[config.mk]
export PLATFORM = sky130hd
export DESIGN_NAME = instr_decode_seq
export DESIGN_NICKNAME = d
export VERILOG_FILES = /design/src/rtl/instr_decode_seq.sv
export SDC_FILE = /design/constraint.sdc
export NUM_CORES = 1
export LEC_CHECK = 0
export BUFFER_PORTS_ARGS = -buffer_cell sky130_fd_sc_hd__buf_2
export CORE_UTILIZATION = 44
export CTS_CLUSTER_SIZE = 10
export DETAILED_ROUTE_END_ITERATION = 16
export PLACE_DENSITY_LB_ADDON = 0.25
export SYNTH_ARGS = -nofsm -noshare
export SYNTH_HDL_FRONTEND = slang
export SYNTH_SLANG_ARGS = --single-unit
export TNS_END_PERCENT = 5
[constraint.sdc]
create_clock -name clk -period 4.3 [get_ports clk]
set_clock_uncertainty 0.2 [all_clocks]
set_input_delay 0.43 -clock clk [delete_from_list [all_inputs] [get_ports clk]]
set_output_delay 0.43 -clock clk [all_outputs]
set_load 0.1 [all_outputs]
[src/rtl/instr_decode_seq.sv]
// instr_decode_seq: multi-cycle fetch/decode/execute sequencer for the 9-bit CPU.
// Owns the program counter, fetches 9-bit instructions (opcode [8:4], operand [3:0])
// and issues one-cycle control strobes to the register file, ALU, data memory
// and function unit. Halts on "func 1111" (done) or reserved opcode 11000 (illegal).
module instr_decode_seq #(
  parameter int PW = 10
) (
  input  logic          clk,
  input  logic          reset,
  input  logic          start,
  output logic [PW-1:0] instr_addr,
  output logic          instr_req,
  input  logic          instr_valid,
  input  logic [8:0]    instr_data,
  output logic [3:0]    rf_raddr,
  input  logic [8:0]    rf_rdata,
  output logic          rf_we,
  output logic [3:0]    rf_waddr,
  output logic [1:0]    imm_we,
  output logic          alu_go,
  output logic [3:0]    alu_op,
  input  logic          zf,
  output logic          sel_we,
  output logic          mem_re,
  output logic          mem_we,
  input  logic          mem_ready,
  output logic          func_go,
  output logic [3:0]    func_id,
  input  logic          func_ack,
  output logic          done,
  output logic          illegal
);

  typedef enum logic [2:0] {
    S_IDLE, S_FETCH, S_DECODE, S_EXEC, S_MEM_WAIT, S_FUNC_WAIT, S_HALT
  } state_t;

  localparam logic [4:0] OP_LOAD = 5'b10000;
  localparam logic [4:0] OP_STOR = 5'b10001;
  localparam logic [4:0] OP_INCR = 5'b10010;
  localparam logic [4:0] OP_DECR = 5'b10011;
  localparam logic [4:0] OP_JIZR = 5'b10100;
  localparam logic [4:0] OP_JNZR = 5'b10101;
  localparam logic [4:0] OP_BIZR = 5'b10110;
  localparam logic [4:0] OP_BNZR = 5'b10111;
  localparam logic [4:0] OP_RSVD = 5'b11000;
  localparam logic [4:0] OP_SETH = 5'b11001;
  localparam logic [4:0] OP_MTHR = 5'b11010;
  localparam logic [4:0] OP_MTHS = 5'b11011;
  localparam logic [4:0] OP_LSLC = 5'b11100;
  localparam logic [4:0] OP_LSRC = 5'b11101;
  localparam logic [4:0] OP_FLIP = 5'b11110;
  localparam logic [4:0] OP_FUNC = 5'b11111;

  state_t        state_q, state_d;
  logic [PW-1:0] pc_q, pc_d;
  logic [8:0]    ir_q, ir_d;
  logic          done_q, done_d;
  logic          illegal_q, illegal_d;

  logic [4:0]    opcode;
  logic [3:0]    operand;
  logic [PW-1:0] pc_inc, pc_rel, pc_abs;
  logic          cond_taken;
  logic          in_exec, in_mem_wait;

  assign opcode      = ir_q[8:4];
  assign operand     = ir_q[3:0];
  assign pc_inc      = pc_q + PW'(1);
  // Relative branch: 4-bit two's complement offset, wraps modulo 2^PW.
  assign pc_rel      = pc_q + {{(PW-4){operand[3]}}, operand};
  assign pc_abs      = PW'(rf_rdata);
  // Opcode bit 0 selects the "not zero" flavour of jumps and branches.
  assign cond_taken  = opcode[0] ? ~zf : zf;
  assign in_exec     = (state_q == S_EXEC);
  assign in_mem_wait = (state_q == S_MEM_WAIT);

  assign instr_addr  = pc_q;
  assign instr_req   = (state_q == S_FETCH);
  assign done        = done_q;
  assign illegal     = illegal_q;

  // State, PC, latched instruction and halt flags; reset aborts any instruction.
  always_ff @(posedge clk or posedge reset) begin
    if (reset) begin
      state_q   <= S_IDLE;
      pc_q      <= '0;
      ir_q      <= '0;
      done_q    <= 1'b0;
      illegal_q <= 1'b0;
    end else begin
      state_q   <= state_d;
      pc_q      <= pc_d;
      ir_q      <= ir_d;
      done_q    <= done_d;
      illegal_q <= illegal_d;
    end
  end

  // Next-state, PC update and instruction latch.
  always_comb begin
    state_d   = state_q;
    pc_d      = pc_q;
    ir_d      = ir_q;
    done_d    = done_q;
    illegal_d = illegal_q;
    case (state_q)
      S_IDLE, S_HALT: begin
        if (start) begin
          state_d   = S_FETCH;
          pc_d      = '0;
          done_d    = 1'b0;
          illegal_d = 1'b0;
        end
      end
      S_FETCH: begin
        if (instr_valid) begin
          ir_d    = instr_data;
          state_d = S_DECODE;
        end
      end
      S_DECODE: state_d = S_EXEC;
      S_EXEC: begin
        state_d = S_FETCH;
        pc_d    = pc_inc;
        case (opcode)
          OP_LOAD, OP_STOR: begin
            state_d = S_MEM_WAIT;
            pc_d    = pc_q;
          end
          OP_JIZR, OP_JNZR: if (cond_taken) pc_d = pc_abs;
          OP_BIZR, OP_BNZR: if (cond_taken) pc_d = pc_rel;
          OP_RSVD: begin
            state_d   = S_HALT;
            pc_d      = pc_q;
            illegal_d = 1'b1;
          end
          OP_FUNC: begin
            pc_d = pc_q;
            if (operand == 4'hF) begin
              state_d = S_HALT;
              done_d  = 1'b1;
            end else begin
              state_d = S_FUNC_WAIT;
            end
          end
          default: ;
        endcase
      end
      S_MEM_WAIT: begin
        if (mem_ready) begin
          pc_d    = pc_inc;
          state_d = S_FETCH;
        end
      end
      S_FUNC_WAIT: begin
        if (func_ack) begin
          pc_d    = pc_inc;
          state_d = S_FETCH;
        end
      end
      default: state_d = S_IDLE;
    endcase
  end

  // Control decode: register indices/op codes from the latched instruction,
  // strobes qualified by EXEC (memory strobes also held through MEM_WAIT).
  always_comb begin
    rf_raddr = 4'h0;
    rf_we    = 1'b0;
    rf_waddr = 4'h0;
    imm_we   = 2'b00;
    alu_go   = 1'b0;
    alu_op   = 4'h0;
    sel_we   = 1'b0;
    mem_re   = 1'b0;
    mem_we   = 1'b0;
    func_go  = 1'b0;
    func_id  = 4'h0;
    if (!opcode[4]) begin
      if (opcode[3:1] == 3'b000) begin
        if (in_exec) imm_we = opcode[0] ? 2'b10 : 2'b01;
      end else begin
        // Register moves: destination is the low opcode nibble.
        rf_raddr = operand;
        rf_waddr = opcode[3:0];
        rf_we    = in_exec;
      end
    end else begin
      case (opcode)
        OP_LOAD: mem_re = in_exec | in_mem_wait;
        OP_STOR: mem_we = in_exec | in_mem_wait;
        OP_INCR, OP_DECR, OP_LSLC, OP_LSRC, OP_FLIP: begin
          rf_raddr = operand;
          rf_waddr = operand;
          rf_we    = in_exec;
          alu_go   = in_exec;
          case (opcode)
            OP_INCR: alu_op = 4'b1000;
            OP_DECR: alu_op = 4'b1001;
            OP_LSLC: alu_op = 4'b0101;
            OP_LSRC: alu_op = 4'b0100;
            default: alu_op = 4'b0010;
          endcase
        end
        OP_JIZR, OP_JNZR: rf_raddr = operand;
        OP_SETH: sel_we = in_exec;
        OP_MTHR, OP_MTHS: begin
          alu_go   = in_exec;
          alu_op   = operand;
          rf_we    = in_exec;
          rf_waddr = {3'b000, opcode[0]};
        end
        OP_FUNC: begin
          func_id = operand;
          func_go = in_exec & (operand != 4'hF);
        end
        default: ;
      endcase
    end
  end

endmodule
---- After elaboration in Yosys (flattened, before gate mapping) ----
Index checks and enable logic that the tools add are counted.
Widths: inputs -> output; s select.
word-level totals
  bits in registers ....................... 24
  bits of input ports ..................... 25
  word-level logic and storage cells ...... 108
operators by class
  add/sub/neg operators ................... 2
  equal/unequal tests ..................... 32
  muxes and demuxes ....................... 48
  bitwise operators ....................... 3
  reduce and logical (&&, ||, !) cells .... 18
operators with widths
  cell                   count
  $eq 5x5->1 const B     16
  $mux 10                5
  $pmux 10 s4            1
  $mux 4                 8
  $pmux 10 s3            1
  $pmux 3 s6             1
  $mux 1                 17
  $pmux 4 s2             2
  $pmux 4 s4             1
  $reduce_or 7->1        2
  $mux 3                 4
  $add 10x1->10 const B  1
  $add 10x10->10         1
  $mux 2                 5
  $reduce_or 2->1        5
  $eq 3x3->1 const B     3
  $pmux 3 s3             1
  $ne 2x1->1 const B     4
  $ne 2x2->1 const B     4
  $reduce_and 4->1       2
  $eq 3x2->1 const B     2
  $logic_not 3->1        2
  $reduce_and 5->1       1
  $reduce_or 5->1        1
  other kinds (12)       13

---- Logic depth before layout (Yosys ltp) ----
Gate-level depths: netlist (run 1).
  depth after elaboration ................. 5
  depth in mapped cells ................... 9
  mapped depth without buffers ............ 9

---- Worst setup path after synthesis (run 1) ----
Ideal clock, no wire load.
  path type ............................... register to output
  from .................................... reg ir_q[7]
  to ...................................... out alu_op[1]
  data arrival time ....................... 5.535 ns
  required time ........................... 3.670 ns
  slack ................................... -1.865 ns
  stages on the path, launching flop included .. 5
  buffers on the path ..................... 2
  cells stage by stage .................... dfrtp_1 > buf_6 > clkbuf_1 > nand2_1 > a2111oi_0
between the ends
  word-level cells in the longest chain between the ends .. 4
  elaborated cells on any way between the ends .. 12
RTL lines
  item                                  line      RTL
  start: declaration                    57        logic [8:0] ir_q, ir_d;
  start signal: assignment              94        ir_q <= ir_d;
  $eq 5x5->1, on equally long branches  190, 198
  $pmux 4 s4 (tied with other cells)    198       case (opcode)
  $pmux 4 s2 (*)                        190       case (opcode)
  $mux 4 (*)                            180       if (!opcode[4]) begin
  end: declaration                      21        output logic [3:0] alu_op,
Every way passes the cells marked *; elsewhere a longest branch is shown, timed or not.

---- Final worst setup path (run 1) ----
  from .................................... reg ir_q[8]
  to ...................................... out func_go
between the ends
  word-level cells in the longest chain between the ends .. 3
RTL lines
  item              line  RTL
  $eq 5x5->1        190
  $mux 1            190
  $mux 1 (*)        180
  end: declaration  27    output logic func_go,
Marked as above.

==> impl_metrics.yaml, run 1 <==
logic_synthesis:
  ys_warn_count: 0
  avgSynthCellArea_sq_um: 7.76
  synth_top_area_share_pct: 25.6
  async_reset_ff_share_pct: 100
  ys_top_cells_by_area: "dfrtp_1 26%, o21ai_0 7.3%, nand2_1 5.4%"
  ys_ff_latch: 24
  netlist_area_sq_um: 2340
  synth_top_cell_by_area: "dfrtp_1"
  synth_cell_type_count: 56
  synth_edf_count: 0
  ys_seq_area_share_pct: 25.6
  syn_nets: 338
  synthCells: 302
  synth_ff_type: "dfrtp_1"
placement:
  portBuffers: 61
  dp_hpwl_mm: 4.74
  place_ws_ps: 1510
  finalWeightedCongestion: 0.920
  placed_area_sq_um: 2650
  dp_cells: 415
timing:
  worst_slack_ps: 1150
  setup_violations: 0
  slew_violations: 0
  fin_crit_ps: 3150
  whs_ps: 155
  hold_viol: 0
  worst-slew-pin-transition_ps: 995
  fmax_mhz: 318
  finalCritPeriodShare_pct: 73.2
  max_slew_margin_pct: 33.6
  rsz0062_at_grt: "no"
global_routing:
  grt_pass1_vias: 2156
  grt_pass1_wl_mm: 10.2
  antenna_found_initial: 0
  grt_start_max_net_pins: 25
  grt.overflow.total: 0
  grt_usage_pct: 24.0
clocking:
  worst_skew_pair.late_latency_ps: 270
  ctsHtreeMaxLevel: 1
  clkSinkCount: 24
  cts_root_buf: "clkbuf_8"
  path_clk_slew_ps: 90
  postCtsHoldBufs: 0
  cts_setup_buffers: 0
  numCtsBuffers: 3
  ctsResizeCount: 0
  clock_path_buffers: 2
  cts_tree: "yes"
run:
  max_cap_violations: 0
layout:
  layout.nets: 386
  finalInstanceArea_sq_um: 2690
  final_cell_mix: "61 x buf_2, 34 x o21ai_0, 34 x nand2_1"
  area.growth.synth_to_final_pct: 14.6
  layout_commonest_cell: "buf_2"
  layout-drive-gt1-share_pct: 21.6
  finalNonFillerCells: 418
  antenna_cells: 0
drt:
  wl_per_cell_microns: 15.5
  drt_iter0_drc: 201
  post_drt_via_cell_ratio: 5.93
  firstDrtPassIters: 4
  wl_mm: 6.47
  route.detailed.drc: 0
  via_count: 2479
  antenna_left: 0
critical_path:
  cp_max_fo: 19
  required_ps: 3670
  critPathKind: "register to primary output"
  worst_ep_arrival_time_ps: 2520
  critPathLaunchType: "register"
  critPathCaptureType: "primary output"
floorplan:
  die_width_microns: 75.0
  die-area_sq_um: 5620
  start_util_pct: 45.9
  die_height_microns: 75.0
  core_sq_um: 5110
  io_pins: 62
  rows: 26
min_path:
  hp-class: "primary input to register"
outcome:
  status: "complete, no violations"
==> registers in the layout (all words and copies together) (netlist names) <==
name	flops
illegal	1
instr_addr	10
ir_q	9
done	1
state_q	3
==> critical path, stage by stage, from the launching register on <==
cell	delay, ps
dfrtp_1	700
clkinv_1	410
nor3_1	430
nand2_1	90
nor2_1	160
buf_2	450
==> synth_stat cells, types with 4 or more instances <==
library cell	instances
a211oi_1	4
a21oi_1	17
a22oi_1	4
a32oi_1	4
and2_1	4
and3_1	6
buf_2	4
buf_4	5
clkbuf_1	8
dfrtp_1	24
ha_1	10
inv_1	14
mux2_2	4
nand2_1	34
nand2b_1	4
nand3_1	11
nor2_1	21
nor2b_1	4
nor3_1	15
o21ai_0	34
o22ai_1	4
o31ai_1	4
xnor2_1	7
xor2_1	6
==> metal layers <==
layer	track usage, %	wire length [microns]	up-vias	share of wire [%]
met2	36.9	2890	108	45
met5	0	0	-	0
li1	-	-	1210	-
met3	2.28	414	11	6.4
met4	7.76	117	0	1.8
met1	35.3	3040	1150	47
==> logic make-up (layout without fill, tap and decap cells) <==
kind of cell | Yosys count | count (layout) | synth area share (%)
multiplexers | 7 | 7 | 3.20
AND/OR/NAND/NOR | 115 | 115 | 25.5
XOR/XNOR | 13 | 13 | 4.86
adder cells (fa/ha/maj) | 11 | 11 | 6.19
buffers and inverters | 34 | 80 | 6.78
flip-flops | 24 | 24 | 25.6
AO/OA/AOI/OAI | 98 | 98 | 27.9
==> cell type report <==
| class | count | area [sq um] |
|---|---|---|
| clock buffer | 3 | 41.3 |
| fill | 539 | 2420 |
| inverter | 16 | 60.1 |
| multi-input combinational | 244 | 1590 |
| sequential | 24 | 601 |
| tap | 70 | 87.6 |
| timing repair buffer | 61 | 305 |
==> metrics by stage <==
stage	setup TNS, ps	utilization, %
floorplan	-385	-
global placement	0	51.8
detailed placement	0	51.8
CTS	0	52.6
global route	0	52.6
finish	0	52.6
==> final timing paths <==
kind | start | end | slack (ps) | cells past startpoint
worst max-delay path | ir_q[8] | func_go | 1150 | 5
worst min-delay path | instr_data[1] | ir_q[1] | 150 | 3
worst max register to register | ir_q[0] | instr_addr[8] | 1550 | 9
worst min register to register | done | done | 310 | 1
max in group asynchronous | reset | ir_q[3] | 3120 | 2
min in group asynchronous | reset | instr_addr[9] | 180 | 2
Power of run 1 is not shown: default switching activity piles up to over one toggle a cycle in this logic, so the estimate is an artifact.
==> run 2, diff against run 1 <==
clock period = 2.6 ns   (was 4.3 ns; I/O delays follow)
==> impl_metrics.yaml, run 2 (synthesis gave the netlist of run 1 again) <==
outcome:
  status: "complete, no violations"
clocking:
  cts_tree: "yes"
  ctsHtreeMaxLevel: 1
  path_clk_slew_ps: 90
  clock_path_buffers: 2
  cts_root_buf: "clkbuf_8"
  cts_setup_buffers: 0
  worst_skew_pair.late_latency_ps: 270
  numCtsBuffers: 3
  clkSinkCount: 24
drt:
  post_drt_via_cell_ratio: 5.75
  antenna_left: 0
  wl_per_cell_microns: 16.0
  drt_iter0_drc: 147
  via_count: 2546
  firstDrtPassIters: 5
  wl_mm: 7.10
  route.detailed.drc: 0
layout:
  largest_reg_flops: 10
  finalNonFillerCells: 443
  area.growth.synth_to_final_pct: 32.3
  antenna_cells: 0
  final_cell_mix: "47 x buf_2, 34 x nand2_1, 32 x o21ai_0"
  layout_commonest_cell: "buf_2"
  layout.nets: 411
  layout-drive-gt1-share_pct: 28.7
critical_path:
  critPathLaunchType: "register"
  critPathKind: "register to primary output"
  path_delay_family: "simple AND/OR/NAND/NOR gates"
  critPathCaptureType: "primary output"
  slowest_stage: "dfrtp_2"
  worst-path-buf-inv: 2
  crit_chain: "clkinv_1 -> nor3_1 -> nand2_1 -> nor2_1 -> buf_12"
  worst_ep_arrival_time_ps: 1990
  required_ps: 2140
  cp_max_fo: 12
  critical-path-max-stage-delay_ps: 510
floorplan:
  rows: 26
  core_sq_um: 5110
  die_height_microns: 75.0
  io_pins: 62
  die_width_microns: 75.0
  die-area_sq_um: 5620
  start_util_pct: 45.9
placement:
  place_ws_ps: 115
  dp_cells: 435
  dp_hpwl_mm: 5.31
  portBuffers: 61
  finalWeightedCongestion: 0.929
global_routing:
  antenna_found_initial: 0
  grt_usage_pct: 26.8
  grt_pass1_wl_mm: 11.3
  grt_start_max_net_pins: 25
  grt_pass1_vias: 2349
  grt.overflow.total: 0
timing:
  slew_violations: 0
  worst_slack_ps: 151
  setup_violations: 0
  hold_viol: 0
  rsz0062_at_grt: "no"
  fin_crit_ps: 2450
  worst-slew-pin-transition_ps: 525
  finalCritPeriodShare_pct: 94.2
  fmax_mhz: 408
  max_slew_margin_pct: 64.7
min_path:
  hp-class: "primary input to register"
run:
  max_cap_violations: 0
-- run 2: cell types whose count changed in the layout (fill, tap and decap cells not counted), moves of 2 or more --
| cell | previous run | this run |
|---|---|---|
| nor3_1 | 15 | 11 |
| dfrtp_2 | 0 | 5 |
| dfrtp_1 | 24 | 19 |
| clkbuf_4 | 0 | 2 |
| buf_2 | 61 | 47 |
| nor3_2 | 0 | 4 |
| o21ai_0 | 34 | 32 |
| buf_12 | 0 | 10 |
| dlygate4sd3_1 | 0 | 5 |
| o21ai_1 | 2 | 4 |
| buf_4 | 0 | 22 |
-- run 2: final cells by class --
| cell class | count | area [sq um] |
|---|---|---|
| Fill cell | 473 | 2010 |
| Multi-Input combinational cell | 244 | 1640 |
| Timing Repair Buffer | 86 | 666 |
| Inverter | 16 | 60.1 |
| Clock buffer | 3 | 41.3 |
| Sequential cell | 24 | 607 |
| Tap cell | 70 | 87.6 |
-- run 2: repair_timing --
action / CTS / global route
resized for setup: 1 / 10
hold endpoints to repair: 28 / 0
cloned: 0 / 0
hold buffers: 5 / 0
endpoints found under the setup margin: 1 / 15
pin swaps: 0 / 0
-- run 2: metrics by stage --
step,area [sq um],hold WS [ps],TNS (ps),utilization (%)
floorplan,2390,74.6,-4710,-
finish,3100,3.28,0,60.7
global placement,2990,133,0,58.5
CTS,3080,0.843,0,60.4
global route,3100,13.4,0,60.7
detailed placement,2990,135,0,58.5
-- run 2: per-layer routing --
layer | vias to the layer above | part of all wire, % | wire [microns] | global-route usage, %
li1 | 1256 | - | - | -
met1 | 1198 | 46 | 3270 | 38.2
met2 | 81 | 47 | 3320 | 42.5
met3 | 11 | 5.9 | 422 | 4.02
met4 | 0 | 1.2 | 85 | 6.71
met5 | - | 0 | 0 | 0
-- run 2: worst register-to-register path, cell delays in order (launching register included) --
cell      delay (ps)
dfrtp_2          430
ha_1             180
inv_1             50
fa_1             400
nor2b_1          120
o21ai_0          120
and3_1           220
o31a_1           280
a211oi_1         210
o22a_1           160
-- run 2: worst paths after layout --
check	slack, ps	cells after the start	from	to
hold reg to reg	300	1	illegal	illegal
setup reg to reg	190	9	instr_addr[0]	instr_addr[4]
max in group asynchronous	1550	4	reset	ir_q[6]
setup / recovery	150	5	ir_q[8]	func_go
hold / removal	3	3	instr_data[3]	ir_q[3]
min in group asynchronous	380	4	reset	instr_addr[9]
Power of run 2 is left out for the same reason.
==> run 3, diff against run 2 <==
SETUP_SLACK_MARGIN = 0.3   (was not set)
==> impl_metrics.yaml, run 3 (synthesis gave the netlist of run 1 again) <==
outcome:
  status: "complete, no violations"
timing:
  tns_ps: 0
  rsz0062_at_grt: "yes"
  setup_violations: 0
  slew_violations: 0
  fin_crit_ps: 2310
  max_slew_margin_pct: 64.4
  fmax_mhz: 432
  hold_viol: 0
  finalCritPeriodShare_pct: 89.0
  worst-slew-pin-transition_ps: 533
critical_path:
  required_ps: 2590
  slowest_stage: "dfrtp_1"
  path_delay_family: "compound AO/OA/AOI/OAI gates"
  critical-path-max-stage-delay_ps: 500
  critPathKind: "register to register"
  critPathLaunchType: "register"
  critPathCaptureType: "register"
  crit_chain: "ha_1 -> a21oi_1 -> o22ai_1 -> o21ai_1 -> o21ai_0 -> xnor2_1 -> o31ai_1"
  worst-path-buf-inv: 0
  cp_max_fo: 7
  worst_ep_arrival_time_ps: 2300
floorplan:
  die-area_sq_um: 5620
  die_width_microns: 75.0
  core_sq_um: 5110
  io_pins: 62
  rows: 26
  die_height_microns: 75.0
  start_util_pct: 45.9
placement:
  dp_hpwl_mm: 5.26
  portBuffers: 61
  finalWeightedCongestion: 0.935
  placed_area_sq_um: 3000
  dp_cells: 433
layout:
  area.growth.synth_to_final_pct: 39.6
  fill_cells: 472
  layout_commonest_cell: "buf_2"
  finalInstanceArea_sq_um: 3270
  antenna_cells: 0
  layout-drive-gt1-share_pct: 33.4
  final_cell_mix: "41 x buf_2, 32 x nand2_1, 28 x o21ai_0"
  finalNonFillerCells: 450
  largest_reg_flops: 10
  fin_util_pct: 64.1
  layout.nets: 417
drt:
  drt_iter0_drc: 188
  via_count: 2631
  wl_mm: 7.28
  route.detailed.drc: 0
  firstDrtPassIters: 5
  post_drt_via_cell_ratio: 5.85
  wl_per_cell_microns: 16.2
  antenna_left: 0
global_routing:
  grt.overflow.total: 0
  grt_usage_pct: 27.5
  grt_start_max_net_pins: 19
  antenna_found_initial: 0
  grt_pass1_vias: 2394
  grt_pass1_wl_mm: 11.7
run:
  max_cap_violations: 0
clocking:
  worst_skew_pair.late_latency_ps: 280
  ctsHtreeMaxLevel: 1
  path_clk_slew_ps: 90
  clkSinkCount: 24
  cts_tree: "yes"
  cts_root_buf: "clkbuf_8"
  numCtsBuffers: 3
  clock_path_buffers: 2
min_path:
  hp-class: "primary input to register"
==> run 3: what timing repair did <==
action | CTS | global route
hold buffers | 7 | 0
endpoints found under the setup margin | 21 | 29
pin swaps | 0 | 2
gates cloned | 0 | 0
endpoints found under the hold margin | 18 | 0
resized for setup | 11 | 28
setup buffers | 4 | 2
==> run 3: final timing paths <==
| check | cells past startpoint | slack [ps] | end | start |
|---|---|---|---|---|
| hold reg to reg | 1 | 300 | illegal | illegal |
| setup reg to reg | 7 | 290 | instr_addr[9] | ir_q[3] |
| setup / recovery | 7 | 290 | instr_addr[9] | ir_q[3] |
| hold / removal | 2 | 10 | ir_q[7] | instr_data[7] |
| max in group asynchronous | 4 | 1260 | ir_q[5] | reset |
| min in group asynchronous | 3 | 360 | done | reset |
==> run 3: area by class of cell <==
class	instances	area [sq um]	area share (%)
well taps	70	87.6	2.68
repair buffers	92	749	22.9
inverters	16	63.8	1.95
clock buffers	4	55.1	1.68
flip-flops and latches	24	607	18.5
multi-input cells	244	1710	52.2
==> run 3: through the flow <==
stage | hold WS, ps | worst slack [ps]
2_1_floorplan | 74.6 | -280
3_3_place_gp | 126 | 223
3_5_place_dp | 124 | 155
4_1_cts | 11.5 | 238
5_1_grt | 18.6 | 192
6_report | 11.1 | 286
==> run 3: layer usage <==
metal	track usage, %	share of wire (%)	vias up
met5	0	0	-
met4	7.76	1.1	0
met3	2.68	5.0	7
met2	43.9	47	98
met1	39.6	47	1256
li1	-	-	1270
Power of run 3 is left out for the same reason.
